## src/rtl/imem_program_loader.sv

```systemverilog
// imem_program_loader: encodes streamed LEGv8 instruction fields into instruction memory,
// appends a B #0 halt word, and holds the CPU until the program is resident.
module imem_program_loader #(
    parameter int ADDR_W = 6
) (
    input  logic              clk,
    input  logic              rst,
    input  logic              start,
    input  logic              in_valid,
    output logic              in_ready,
    input  logic [3:0]        in_op,
    input  logic [4:0]        in_rd,
    input  logic [4:0]        in_rn,
    input  logic [4:0]        in_rm,
    input  logic [25:0]       in_imm,
    input  logic              in_last,
    output logic              imem_we,
    output logic [ADDR_W-1:0] imem_addr,
    output logic [31:0]       imem_wdata,
    output logic              cpu_hold,
    output logic              done,
    output logic [1:0]        err_code,
    output logic [ADDR_W:0]   count
);
    typedef enum logic [1:0] {IDLE, LOAD, HALT, DONE} state_t;

    localparam logic [ADDR_W:0] LAST_SLOT = (ADDR_W+1)'((1 << ADDR_W) - 1);
    localparam logic [ADDR_W:0] ONE       = (ADDR_W+1)'(1);
    localparam logic [31:0]     HALT_WORD = 32'h1400_0000;

    state_t          state, state_n;
    logic            accept, legal, fits19, fits9;
    logic            we_n, done_n;
    logic [31:0]     word, wdata_n;
    logic [ADDR_W-1:0] addr_n;
    logic [ADDR_W:0] count_n, count_inc;
    logic [1:0]      err_n;

    assign accept    = in_valid & in_ready;
    assign count_inc = count + ONE;
    // Signed range checks: all bits above the field must equal its sign bit
    assign fits19    = (&in_imm[25:18]) | ~(|in_imm[25:18]);
    assign fits9     = (&in_imm[25:8])  | ~(|in_imm[25:8]);

    always_comb begin
        legal = 1'b1;
        word  = 32'd0;
        case (in_op)
            4'd0: begin
                legal = ~(|in_imm[25:12]);
                word  = {10'b1001000100, in_imm[11:0], in_rn, in_rd};
            end
            4'd1: word = {11'b10101011000, in_rm, 6'b000000, in_rn, in_rd};
            4'd2: word = {11'b11101011000, in_rm, 6'b000000, in_rn, in_rd};
            4'd3: word = {6'b000101, in_imm};
            4'd4: word = {6'b100101, in_imm};
            4'd5: begin
                legal = fits19;
                word  = {8'b01010100, in_imm[18:0], 1'b0, 4'b1011};
            end
            4'd6: begin
                legal = fits19;
                word  = {8'b10110100, in_imm[18:0], in_rd};
            end
            4'd7: word = {11'b11010110000, 5'b11111, 6'b000000, in_rn, 5'b00000};
            4'd8: begin
                legal = fits9;
                word  = {11'b11111000010, in_imm[8:0], 2'b00, in_rn, in_rd};
            end
            4'd9: begin
                legal = fits9;
                word  = {11'b11111000000, in_imm[8:0], 2'b00, in_rn, in_rd};
            end
            default: legal = 1'b0;
        endcase
    end

    always_comb begin
        state_n = state;
        count_n = count;
        err_n   = err_code;
        we_n    = 1'b0;
        addr_n  = imem_addr;
        wdata_n = imem_wdata;
        case (state)
            IDLE, DONE: if (start) begin
                state_n = LOAD;
                count_n = '0;
                err_n   = 2'd0;
                addr_n  = '0;
            end
            LOAD: if (accept) begin
                if (legal) begin
                    we_n    = 1'b1;
                    addr_n  = count[ADDR_W-1:0];
                    wdata_n = word;
                    count_n = count_inc;
                end else begin
                    err_n = 2'd1;
                end
                // One slot is always reserved for the halt word
                if (in_last) begin
                    state_n = HALT;
                end else if (legal && count_inc == LAST_SLOT) begin
                    state_n = HALT;
                    err_n   = 2'd2;
                end
            end
            HALT: begin
                we_n    = 1'b1;
                addr_n  = count[ADDR_W-1:0];
                wdata_n = HALT_WORD;
                count_n = count_inc;
                state_n = DONE;
            end
            default: ;
        endcase
    end

    assign done_n = (state == DONE) && (state_n == DONE);

    always_ff @(posedge clk) begin
        if (rst) begin
            state      <= IDLE;
            in_ready   <= 1'b0;
            imem_we    <= 1'b0;
            imem_addr  <= '0;
            imem_wdata <= 32'd0;
            cpu_hold   <= 1'b1;
            done       <= 1'b0;
            err_code   <= 2'd0;
            count      <= '0;
        end else begin
            state      <= state_n;
            in_ready   <= state_n == LOAD;
            imem_we    <= we_n;
            imem_addr  <= addr_n;
            imem_wdata <= wdata_n;
            cpu_hold   <= ~done_n;
            done       <= done_n;
            err_code   <= err_n;
            count      <= count_n;
        end
    end
endmodule

```

## config.mk

```make
export PLATFORM = sky130hd
export DESIGN_NAME = imem_program_loader
export DESIGN_NICKNAME = d
export VERILOG_FILES = /design/src/rtl/imem_program_loader.sv
export SDC_FILE = /design/constraint.sdc
export NUM_CORES = 1
export LEC_CHECK = 0
export CAP_MARGIN = 15
export CORE_AREA = 2 2 143 89
export DETAILED_ROUTE_END_ITERATION = 16
export DIE_AREA = 0 0 145 91
export SLEW_MARGIN = 20
export SYNTH_ARGS = -nofsm -noshare
export SYNTH_HDL_FRONTEND = slang
export SYNTH_SLANG_ARGS = --single-unit
```

## constraint.sdc

```tcl
create_clock -name clk -period 4.05 [get_ports clk]
set_clock_uncertainty 0.15 [all_clocks]
set_input_delay 0.405 -clock clk [delete_from_list [all_inputs] [get_ports clk]]
set_output_delay 0.405 -clock clk [all_outputs]
set_load 0.02 [all_outputs]
```

# Yosys cells after proc, flatten, opt, wreduce, memory -nomap -nowiden
# Cells that the tools add are included.
[classes]
addsub = 1
n_eq_ne = 18
mux = 27
n_bitwise = 7
n_reduce_logical = 18
[op_table]
columns = ["cell", "count"]
rows = [
  ["$pmux W32 S10", 1],
  ["$mux W32", 2],
  ["$pmux W32 S2", 1],
  ["$mux W7", 3],
  ["$pmux W7 S3", 1],
  ["$mux W2", 9],
  ["$mux W6", 3],
  ["$pmux W6 S3", 1],
  ["$reduce_and A18 Y1", 1],
  ["$reduce_or A18 Y1", 1],
  ["$eq A4 B3 Y1 const B", 4],
  ["$reduce_or A14 Y1", 1],
  ["$reduce_and A3 Y1", 3],
  ["$eq A4 B2 Y1 const B", 2],
  ["$eq A4 B4 Y1 const B", 2],
  ["$reduce_and A8 Y1", 1],
  ["$reduce_or A8 Y1", 1],
  ["$add A7 B1 Y7 const B", 1],
  ["$eq A7 B6 Y1 const B", 1],
  ["$eq A2 B2 Y1 const B", 3],
  ["$ne A2 B2 Y1 const B", 3],
  ["$pmux W2 S3", 1],
  ["$reduce_or A2 Y1", 3],
  ["$reduce_or A5 Y1", 1],
  ["13 further kinds", 21],
]
[word_totals]
reg_bits = 53
input_bits = 50
word_cells = 80

# Logic depth before layout (Yosys ltp)
# Gate-level depths: netlist (run 1).
[depth]
ltp_word = 12
ltp_mapped = 9
depth_no_buf = 8

# Least setup slack after synthesis (run 1)
# OpenSTA, ideal clock, no wires.
[synth_timing]
path_type = "register -> register"
start = "register count[1]"
end = "register done"
t_arrival_ns = 2.083
required_time_ns = 3.769
setup_slack_ns = 1.686
path_stages_with_launch = 8
path_cell_list = "dfxtp_1 -> ha_1 -> nand3_1 -> or3_1 -> and4b_1 -> or2_2 -> a311oi_1 -> nor3_1"
[synth_between]
elab_chain_len = 9
[synth_lines]
columns = ["item", "line", "source"]
rows = [
  ["start, declared", "23", "output logic [ADDR_W:0] count"],
  ["start signal, assigned", "142", "count <= count_n;"],
  ["$add A7 B1 Y7", "40", "assign count_inc = count + ONE;"],
  ["$eq A7 B6 Y1", "104", "end else if (legal && count_inc == LAST_SLOT) begin"],
  ["$logic_and A1 B1 Y1", "104", ""],
  ["$mux W2", "104", ""],
  ["$mux W2", "102", "if (in_last) begin"],
  ["$mux W2", "92", "LOAD: if (accept) begin"],
  ["$pmux W2 S3", "85", "case (state)"],
  ["$eq A2 B2 Y1", "120", "assign done_n = (state == DONE) && (state_n == DONE);"],
  ["$logic_and A1 B1 Y1", "120", ""],
  ["end signal, assigned", "140", "done <= done_n;"],
  ["end, declared", "21", "output logic done,"],
]
# No other way between the ends.
# A chain may end at the register's enable or synchronous reset.

# Final worst setup path (run 1)
[layout_timing]
start = "input in_op[1]"
end = "register imem_wdata[3]"
[layout_between]
elab_chain_len = 5
word_cells_on_any_way = 20
cone_classes = "10 x eq/ne; 5 x mux; 5 x reduce/logical"
[layout_lines]
columns = ["item", "line", "source"]
rows = [
  ["start, declared", "11", "input logic [3:0] in_op,"],
  ["$eq A4 B3 Y1, or another cell as far along", "48", "case (in_op)"],
  ["$reduce_or A5 Y1 (no line), or another cell as far along", "--", ""],
  ["$pmux W1 S4 / $mux W32 (equally long branches)", "48, 93", ""],
  ["$ne A2 B2 Y1 (no line) / $mux W32 (equally long branches)", "--", ""],
  ["$reduce_and A3 Y1 (no line) / $pmux W32 S2 (equally long branches)", "--", ""],
  ["end signal, assigned", "138", "imem_wdata <= wdata_n;"],
  ["end, declared", "19", "output logic [31:0] imem_wdata,"],
]
# Parallel ways exist; a longest one is shown, timed or not. The select of a mux whose other input is x is not followed.

==> report_table.html, run 1 <==
<table>
<tr><th>Metric</th><th>Value</th></tr>
<tr><th colspan="2">Critical path</th></tr>
<tr><td>Critical Path End Type</td><td>flip-flop</td></tr>
<tr><td>Arrival time of the worst setup path</td><td>3.15 ns</td></tr>
<tr><td>Required time reported for the critical path endpoint</td><td>between 4 and 5 ns</td></tr>
<tr><td>Type of origin of the critical path</td><td>primary input</td></tr>
<tr><td>FF-to-FF setup slack</td><td>1.51 ns</td></tr>
<tr><td>Highest fanout seen on the critical path</td><td>22</td></tr>
<tr><td>Setup Crit Path Kind</td><td>in2reg</td></tr>
<tr><th colspan="2">Global routing</th></tr>
<tr><td>Global-route wire length before repair</td><td>approximately 19,000 microns</td></tr>
<tr><td>Total congestion overflow</td><td>0</td></tr>
<tr><td>GRT Total Usage</td><td>a little under a fifth</td></tr>
<tr><td>Initial antenna violation count</td><td>0</td></tr>
<tr><td>Via count of the first global-routing pass</td><td>approximately 3,500</td></tr>
<tr><td>Pin count of the biggest net entering global routing</td><td>38</td></tr>
<tr><th colspan="2">CTS</th></tr>
<tr><td>Number of H-tree levels</td><td>2</td></tr>
<tr><td>Clock Pin Slew Worst Setup and Hold Paths</td><td>0.07 ns</td></tr>
<tr><td>Worst-skew pair later-pin latency</td><td>between 0.2 and 0.3 ns</td></tr>
<tr><td>Clock tree sinks</td><td>53</td></tr>
<tr><td>TritonCTS buffer count</td><td>5</td></tr>
<tr><td>Post CTS Setup Buffer Count</td><td>0</td></tr>
<tr><td>Post-CTS Hold Fix Bufs</td><td>0</td></tr>
<tr><td>Number of gates resized after CTS</td><td>0</td></tr>
<tr><td>Largest buffer count on any clock path</td><td>2</td></tr>
<tr><td>TritonCTS clock tree</td><td>done</td></tr>
<tr><td>Root buf cell</td><td>sky130_fd_sc_hd__clkbuf_16</td></tr>
<tr><th colspan="2">STA</th></tr>
<tr><td>Max transition margin</td><td>between 40 and 50%</td></tr>
<tr><td>Transition time at the pin with the least slew margin</td><td>between 0.8 and 0.9 ns</td></tr>
<tr><td>Aggregate negative setup slack</td><td>0 ns</td></tr>
<tr><td>RSZ-0062 raised after global routing</td><td>no</td></tr>
<tr><td>Max Slew Vio Count</td><td>0</td></tr>
<tr><td>Fraction of the cycle the final worst path needs</td><td>76.0%</td></tr>
<tr><td>Endpoints failing hold</td><td>0</td></tr>
<tr><td>F_max</td><td>roughly 0.32 GHz</td></tr>
<tr><td>Worst Hold Slack</td><td>0.316 ns</td></tr>
<tr><td>Setup violation total in the final timing report</td><td>0</td></tr>
<tr><td>Clock period minus final worst setup slack</td><td>3.08 ns</td></tr>
<tr><th colspan="2">Flow run</th></tr>
<tr><td>Max Cap Viol</td><td>0</td></tr>
<tr><th colspan="2">Route</th></tr>
<tr><td>Met2 layer wire length in the routed design</td><td>around 4800 microns</td></tr>
<tr><td>Detail Route Antenna Nets</td><td>0</td></tr>
<tr><td>1st-iter DRT viols</td><td>495</td></tr>
<tr><td>Wire length on met1</td><td>a little under 6000 microns</td></tr>
<tr><td>DRC errors left</td><td>0</td></tr>
<tr><td>Topmost layer with routed signal wires</td><td>met4</td></tr>
<tr><td>Vias</td><td>3,709</td></tr>
<tr><td>Number of detailed-routing iterations run before antenna repair</td><td>9</td></tr>
<tr><td>Via-per-instance ratio</td><td>5.59</td></tr>
<tr><td>Met3 routed WL</td><td>about 1300 microns</td></tr>
<tr><td>Total Routed Length</td><td>around 12,000 microns</td></tr>
<tr><td>Routed wire length per instance</td><td>between 15 and 20 microns</td></tr>
<tr><th colspan="2">Logic synthesis</th></tr>
<tr><td>Most used DFF post-synth</td><td>sky130_fd_sc_hd__dfxtp_1</td></tr>
<tr><td>Asr flop ratio synth</td><td>0%</td></tr>
<tr><td>Net count after synthesis</td><td>465</td></tr>
<tr><td>Post-synthesis cell type count</td><td>67</td></tr>
<tr><td>Part of the Yosys area used for sequential elements</td><td>between 30% and 40%</td></tr>
<tr><td>Number of register bits inferred by synthesis</td><td>53</td></tr>
<tr><td>Number of synthesized flops with an enable pin</td><td>0</td></tr>
<tr><td>Number of synthesis warnings</td><td>0</td></tr>
<tr><td>Post-synthesis instance total</td><td>a little over 400</td></tr>
<tr><td>Netlist Area Pre-Place</td><td>around 3500 sq um</td></tr>
<tr><td>Mean Syn Cell Area</td><td>8.50 sq um</td></tr>
<tr><th colspan="2">Placement</th></tr>
<tr><td>Detailed placer's ending HPWL</td><td>~9300 microns</td></tr>
<tr><td>Number of buffers added on ports</td><td>100</td></tr>
<tr><td>Routability-driven placement congestion ratio</td><td>0.891</td></tr>
<tr><th colspan="2">Floorplanning</th></tr>
<tr><td>Vertical extent of the die</td><td>between 90 and 100 microns</td></tr>
<tr><td>Placement row count</td><td>31</td></tr>
<tr><td>Core Footprint</td><td>11,800 sq um</td></tr>
<tr><td>Initial core utilization</td><td>between 20% and 30%</td></tr>
<tr><td>Die extent in x</td><td>approximately 150 microns</td></tr>
<tr><td>Number of top-level pins</td><td>~100</td></tr>
<tr><td>Die area</td><td>between 10,000 and 15,000 sq um</td></tr>
<tr><th colspan="2">Pwr</th></tr>
<tr><td>Internal Power</td><td>~930 uW</td></tr>
<tr><td>Switching Power</td><td>about 400 uW</td></tr>
<tr><td>Portion of total power attributed to sequential cells</td><td>40.9%</td></tr>
<tr><td>Proportion of power drawn by combinational gates</td><td>between 20% and 30%</td></tr>
<tr><td>Switching share of power</td><td>30.8%</td></tr>
<tr><td>Power Dens Cells</td><td>280 nW/um^2</td></tr>
<tr><td>Power after layout</td><td>~1300 uW</td></tr>
<tr><td>Clock share of power</td><td>about a third</td></tr>
<tr><td>LEAKAGE</td><td>around 0.0017 uW</td></tr>
<tr><td>IR drop worst, VDD</td><td>between 0.1 and 0.15 mV</td></tr>
<tr><th colspan="2">Min path</th></tr>
<tr><td>Hold/Removal Path Class</td><td>reg2reg</td></tr>
<tr><th colspan="2">Finish</th></tr>
<tr><td>Fillers</td><td>1,167</td></tr>
<tr><td>Area taken by multi-input logic gates</td><td>2210 sq um</td></tr>
<tr><td>Final-stage net count</td><td>553</td></tr>
<tr><td>Core Util, Final</td><td>roughly two fifths</td></tr>
<tr><td>Area Overhead vs Synth</td><td>36.9%</td></tr>
<tr><td>Ratio of cells with drive above 1 in the final layout</td><td>around an eighth</td></tr>
<tr><td>Storage cell area</td><td>roughly 1100 sq um</td></tr>
<tr><td>Antenna Diode Count</td><td>0</td></tr>
<tr><th colspan="2">Run status</th></tr>
<tr><td>Status</td><td>complete, no violations</td></tr>
</table>
## synthesized netlist by cell type (all sizes together), types with 2 or more instances
master / instances / area, sq um
mux2: 6 / 67.6
a31oi: 12 / 105
o31ai: 12 / 135
mux2i: 11 / 110
a22o: 10 / 87.6
a22oi: 11 / 82.6
nand3: 9 / 50.1
nor3: 9 / 45.0
a211oi: 3 / 22.5
a211o: 3 / 26.3
or3b: 6 / 52.6
inv: 12 / 45.0
nor2: 30 / 120
nand2: 34 / 128
clkbuf: 18 / 68.8
o41ai: 4 / 35.0
o211ai: 2 / 15.0
nand2b: 12 / 75.1
a21o: 4 / 30.0
xnor2: 2 / 17.5
or4b: 11 / 110
nor3b: 5 / 37.5
nand4: 6 / 43.8
a21boi: 2 / 15.0
nor2b: 13 / 81.3
a21oi: 17 / 88.8
o2bb2ai: 3 / 26.3
or3: 3 / 18.8
o21a: 2 / 15.0
o21ai: 18 / 90.1
or2: 2 / 12.5
a222oi: 11 / 110
a311o: 2 / 21.3
ha: 5 / 62.6
a221o: 6 / 60.1
dfxtp: 53 / 1060
a311oi: 2 / 17.5
nor4: 7 / 50.1
o22ai: 2 / 12.5
and2: 3 / 18.8
buf: 15 / 101
## layer usage
layer	track usage (%)	vias up
li1	-	1745
met1	27.9	1748
met2	25.0	195
met3	4.47	21
met4	5.78	0
met5	0	-
## cell type report
class                      instances  area share, %
clock buffer                       7           2.99
inverter                          13           1.02
multi-input combinational        311           46.3
sequential                        53           22.2
tap                              165           4.33
timing repair buffer             114           23.2
## flip-flops by register name, summed over array words and instances (netlist names)
name	count
imem_wdata	32
count	7
imem_addr	6
err_code	2
state	2
cpu_hold	1
done	1
imem_we	1
in_ready	1
## logic make-up after synthesis
kind of cell	count (synthesis)	synth area share, %
AO/OA/AOI/OAI	133	30.7
flip-flops	53	30.4
multiplexers	17	5.10
buffers and inverters	46	6.28
adder cells (fa/ha/maj)	5	1.80
XOR/XNOR	2	0.503
AND/OR/NAND/NOR	154	25.2
## worst max-delay path, cell delays in order
cell and delay, ns:
sky130_fd_sc_hd__clkdlybuf4s50_1 0.90, sky130_fd_sc_hd__nor2b_1 0.29, sky130_fd_sc_hd__o211ai_1 0.16, sky130_fd_sc_hd__nand4_2 0.23, sky130_fd_sc_hd__a31oi_4 0.12, sky130_fd_sc_hd__nor2_4 0.51
sky130_fd_sc_hd__buf_4 0.32, sky130_fd_sc_hd__mux2i_1 0.21
## path summary, 6_finish.rpt
check | from | end | cells after the start
min | imem_wdata[31] | imem_wdata[31] | 2
max reg2reg | count[1] | done | 7
max | in_op[1] | imem_wdata[3] | 8
min reg2reg | imem_wdata[31] | imem_wdata[31] | 2
## layout by cell type (no fill, tap or decap), types with 6 or more instances in the layout
cell                              count
sky130_fd_sc_hd__a21oi_1             16
sky130_fd_sc_hd__a221o_1              6
sky130_fd_sc_hd__a222oi_1            11
sky130_fd_sc_hd__a22o_1              10
sky130_fd_sc_hd__a22oi_1             11
sky130_fd_sc_hd__a31oi_1             10
sky130_fd_sc_hd__buf_4               14
sky130_fd_sc_hd__clkdlybuf4s50_1    100
sky130_fd_sc_hd__dfxtp_1             53
sky130_fd_sc_hd__inv_1               12
sky130_fd_sc_hd__mux2_2               6
sky130_fd_sc_hd__mux2i_1             11
sky130_fd_sc_hd__nand2_1             34
sky130_fd_sc_hd__nand2b_1            12
sky130_fd_sc_hd__nand3_1              8
sky130_fd_sc_hd__nor2_1              28
sky130_fd_sc_hd__nor2b_1             13
sky130_fd_sc_hd__nor3_1               9
sky130_fd_sc_hd__nor4_1               6
sky130_fd_sc_hd__o21ai_0             17
sky130_fd_sc_hd__o31ai_2              9
sky130_fd_sc_hd__or4b_2              11
## per-stage QoR
stage	instance area (sq um)	worst slack, ns	std cells
2_1_floorplan	3480	1.69	410
3_3_place_gp	4630	0.825	656
3_5_place_dp	4630	0.711	656
4_1_cts	4770	1.01	663
5_1_grt	4770	0.803	663
6_report	4770	0.970	663
## power by group through the flow
stage	combinational [uW]	sequential (uW)	clock [uW]
6_report	360	547	430
5_1_grt	389	549	459
4_1_cts	352	547	436
3_5_place_dp	350	559	0
3_3_place_gp	343	559	0
2_1_floorplan	190	569	0
No activity file was read; power rests on OpenSTA's default activity.
==> inputs of run 2 (changes only) <==
==> constraint.sdc (replaced) <==
create_clock -name clk -period 2.51 [get_ports clk]
set_clock_uncertainty 0.15 [all_clocks]
set_input_delay 0.251 -clock clk [delete_from_list [all_inputs] [get_ports clk]]
set_output_delay 0.251 -clock clk [all_outputs]
set_load 0.02 [all_outputs]
==> run 2 against run 1 <==
  * Sequential share of layout area down 2.5 points
  * Critical endpoint is now imem_wdata[8]
  * Worst setup slack worse by 0.95 ns
  * Sequential power up 61%
  * Critical path type unchanged
  * Combinational power up 91%
  * Via count up 5.9%
  * Critical path depth unchanged
  * Clock power up 66%
  * Largest power group unchanged
==> report_table.html, run 2 (synthesized netlist as in run 1, its figures left out) <==
<table>
<tr><th>Metric</th><th>Value</th></tr>
<tr><th colspan="2">Critical path</th></tr>
<tr><td>Capture instance of the worst register-to-register path</td><td>state[1]</td></tr>
<tr><td>Cell-by-cell listing of the critical path</td><td>clkdlybuf4s50_1 -&gt; buf_4 -&gt; buf_4 -&gt; nor2_1 -&gt; nor2b_1 -&gt; o22ai_1 -&gt; a222oi_1 -&gt; o31ai_2</td></tr>
<tr><td>Setup Crit Path Kind</td><td>in2reg</td></tr>
<tr><td>Worst setup startpoint</td><td>in_op[3]</td></tr>
<tr><td>Instance count on the critical path</td><td>8 (unchanged)</td></tr>
<tr><td>Crit Reg-Reg Startpoint</td><td>count[0]</td></tr>
<tr><td>Required time reported for the critical path endpoint</td><td>2.57 ns (-1.55 ns)</td></tr>
<tr><td>Highest fanout seen on the critical path</td><td>24 (+9.1%)</td></tr>
<tr><td>Type of origin of the critical path</td><td>primary input</td></tr>
<tr><td>Crit path buffers/inverters</td><td>3 (+1)</td></tr>
<tr><td>Arrival time of the worst setup path</td><td>2.55 ns (-0.60 ns)</td></tr>
<tr><td>Critical path's slowest cell</td><td>sky130_fd_sc_hd__o22ai_1</td></tr>
<tr><td>FF-to-FF setup slack</td><td>0.17 ns (-1.34 ns)</td></tr>
<tr><td>R2R depth</td><td>8 (+1)</td></tr>
<tr><td>Critical Path End Type</td><td>flip-flop</td></tr>
<tr><td>CP max stage delay</td><td>0.50 ns (-0.40 ns)</td></tr>
<tr><td>Kind of cell with the highest combined delay on the critical path</td><td>compound AO/OA/AOI/OAI gates</td></tr>
<tr><td>Worst Setup EP</td><td>imem_wdata[8]</td></tr>
<tr><td>CP most frequent cell</td><td>sky130_fd_sc_hd__buf_4</td></tr>
<tr><th colspan="2">CTS</th></tr>
<tr><td>Post-CTS Hold Fix Bufs</td><td>0 (unchanged)</td></tr>
<tr><td>Clock Pin Slew Worst Setup and Hold Paths</td><td>0.07 ns (about the same)</td></tr>
<tr><td>TritonCTS clock tree</td><td>done</td></tr>
<tr><td>Clock tree sinks</td><td>53 (unchanged)</td></tr>
<tr><td>TritonCTS buffer count</td><td>5 (unchanged)</td></tr>
<tr><td>Worst-skew pair later-pin latency</td><td>0.29 ns (about the same)</td></tr>
<tr><td>Root buf cell</td><td>sky130_fd_sc_hd__clkbuf_16</td></tr>
<tr><td>Largest buffer count on any clock path</td><td>2 (unchanged)</td></tr>
<tr><td>Number of H-tree levels</td><td>2 (unchanged)</td></tr>
<tr><th colspan="2">Floorplanning</th></tr>
<tr><td>Die area</td><td>13,200 sq um (unchanged)</td></tr>
<tr><td>Placement row count</td><td>31 (unchanged)</td></tr>
<tr><td>Initial core utilization</td><td>29.5% (unchanged)</td></tr>
<tr><td>Number of top-level pins</td><td>101 (unchanged)</td></tr>
<tr><td>Vertical extent of the die</td><td>91 microns (unchanged)</td></tr>
<tr><td>Die extent in x</td><td>145 microns (unchanged)</td></tr>
<tr><td>Core Footprint</td><td>11,800 sq um (unchanged)</td></tr>
<tr><th colspan="2">STA</th></tr>
<tr><td>Clock period minus final worst setup slack</td><td>roughly 2.5 ns</td></tr>
<tr><td>Setup violation total in the final timing report</td><td>0 (unchanged)</td></tr>
<tr><td>Transition time at the pin with the least slew margin</td><td>0.605 ns (-0.228 ns)</td></tr>
<tr><td>Endpoints failing hold</td><td>0 (unchanged)</td></tr>
<tr><td>Max Slew Vio Count</td><td>0 (unchanged)</td></tr>
<tr><td>F_max</td><td>between 0.4 and 0.5 GHz</td></tr>
<tr><td>Fraction of the cycle the final worst path needs</td><td>99.0%</td></tr>
<tr><td>Max transition margin</td><td>59.7% (+15 points)</td></tr>
<tr><td>RSZ-0062 raised after global routing</td><td>yes</td></tr>
<tr><th colspan="2">Route</th></tr>
<tr><td>Detail Route Antenna Nets</td><td>0 (unchanged)</td></tr>
<tr><td>Via-per-instance ratio</td><td>5.35 (-4.3%)</td></tr>
<tr><td>1st-iter DRT viols</td><td>372 (-25%)</td></tr>
<tr><td>Number of detailed-routing iterations run before antenna repair</td><td>6 (-3)</td></tr>
<tr><td>Routed wire length per instance</td><td>17.8 microns (-3.0%)</td></tr>
<tr><td>Vias</td><td>3,928 (+5.9%)</td></tr>
<tr><td>Total Routed Length</td><td>13,000 microns (+7.4%)</td></tr>
<tr><td>DRC errors left</td><td>0 (unchanged)</td></tr>
<tr><th colspan="2">Pwr</th></tr>
<tr><td>Power Dens Cells</td><td>424 nW/um^2 (+51%)</td></tr>
<tr><td>LEAKAGE</td><td>0.00210 uW (+22%)</td></tr>
<tr><td>IR drop worst, VDD</td><td>0.367 mV (+160%)</td></tr>
<tr><th colspan="2">Placement</th></tr>
<tr><td>Number of buffers added on ports</td><td>100 (unchanged)</td></tr>
<tr><td>Routability-driven placement congestion ratio</td><td>0.972 (+9.1%)</td></tr>
<tr><td>Detailed placer's ending HPWL</td><td>10,400 microns (+12%)</td></tr>
<tr><td>Post-Place Cell Area</td><td>5170 sq um (+12%)</td></tr>
<tr><th colspan="2">Global routing</th></tr>
<tr><td>Global-route wire length before repair</td><td>20,400 microns (+5.2%)</td></tr>
<tr><td>Initial antenna violation count</td><td>0 (unchanged)</td></tr>
<tr><td>GRT Total Usage</td><td>19.4% (+1.0 points)</td></tr>
<tr><td>Pin count of the biggest net entering global routing</td><td>28 (-26%)</td></tr>
<tr><td>Via count of the first global-routing pass</td><td>3,716 (+6.3%)</td></tr>
<tr><td>Total congestion overflow</td><td>0 (unchanged)</td></tr>
<tr><th colspan="2">Finish</th></tr>
<tr><td>Final instance area</td><td>5380 sq um (+13%)</td></tr>
<tr><td>Largest registers ranked by flip-flop count</td><td>imem_wdata (32), count (7), imem_addr (6)</td></tr>
<tr><td>Antenna Diode Count</td><td>0 (unchanged)</td></tr>
<tr><td>Largest Register</td><td>imem_wdata</td></tr>
<tr><td>Most common cell after layout, fill and taps aside</td><td>sky130_fd_sc_hd__clkdlybuf4s50_1</td></tr>
<tr><td>Commonest cells after routing, fill and taps aside</td><td>99 x sky130_fd_sc_hd__clkdlybuf4s50_1, 81 x sky130_fd_sc_hd__buf_4, 53 x sky130_fd_sc_hd__dfxtp_1</td></tr>
<tr><td>Max FFs per register</td><td>32 (unchanged)</td></tr>
<tr><td>Area Overhead vs Synth</td><td>54.5%</td></tr>
<tr><td>Final-stage net count</td><td>624 (+13%)</td></tr>
<tr><td>Ratio of cells with drive above 1 in the final layout</td><td>25.0% (+12 points)</td></tr>
<tr><td>Core Util, Final</td><td>45.5% (+5.2 points)</td></tr>
<tr><th colspan="2">Flow run</th></tr>
<tr><td>Max Cap Viol</td><td>0 (unchanged)</td></tr>
<tr><th colspan="2">Run status</th></tr>
<tr><td>Status</td><td>complete, no violations</td></tr>
<tr><th colspan="2">Min path</th></tr>
<tr><td>Hold/Removal Path Class</td><td>reg2reg</td></tr>
</table>
[run 2: cell count changes in the layout (fill, tap and decap cells not counted), sizes merged]
| cell | change |
|---|---|
| dlymetal6s2s | +1 |
| clkbuf | -1 |
| clkdlybuf4s50 | -1 |
| buf | +71 |
| clkinvlp | +1 |
[run 2: worst reg2reg max path, delay by kind of cell (launching register included)]
family                     cells  cell delay, ns
and+or+nand+nor                5            1.10
AOI/OAI and AO/OA              1            0.29
DFF                            1            0.34
buffers and inverters          1            0.16
adders and majority gates      1            0.19
[run 2: per-stage QoR]
stage	TNS [ns]	setup WS [ns]	hold WS, ns	total power (uW)	instances
2_1_floorplan	0	0.146	0.302	1220	410
3_3_place_gp	-5.60	-0.172	0.315	1550	725
3_5_place_dp	-6.78	-0.206	0.313	1560	725
4_1_cts	0	0.0794	0.323	2280	732
5_1_grt	-0.0254	-0.0237	0.347	2390	734
6_report	0	0.0243	0.318	2280	734
[run 2: final cells by class]
type,instances,area [sq um]
fillers,1151,6450
inverters,13,48.8
clock inverters,1,7.51
multi-input cells,311,2250
repair buffers,185,1670
well taps,165,206
flip-flops and latches,53,1060
clock buffers,6,139
[run 2: timing repair]
item	4_1_cts	5_1_grt
hold endpoints to repair	0	0
resized for setup	0	10
setup endpoints to repair	0	16
buffers inserted	0	2
[run 2: metal layers]
| metal | track usage [%] | wire [microns] |
|---|---|---|
| met5 | 0 | 0 |
| met4 | 3.88 | 145 |
| met3 | 4.87 | 1160 |
| met2 | 28.1 | 5280 |
| met1 | 28.8 | 6450 |
[run 2: report_power, final]
group	switching [uW]	total, uW	internal, uW
Clock	319	712	392
Combinational	371	689	318
Sequential	17.6	880	862
Total	708	2280	1570
[run 2: how the worst min path moves through the flow]
stage | startpoint | to | slack (ns) | depth (start not counted)
after floorplan | in_last | err_code[1] | 0.30 | 3
after global placement | imem_wdata[1] | imem_wdata[1] | 0.31 | 2
after detailed placement | imem_wdata[31] | imem_wdata[31] | 0.31 | 2
after CTS | imem_wdata[31] | imem_wdata[31] | 0.32 | 2
after global routing | imem_wdata[29] | imem_wdata[29] | 0.35 | 2
final | imem_wdata[31] | imem_wdata[31] | 0.32 | 2
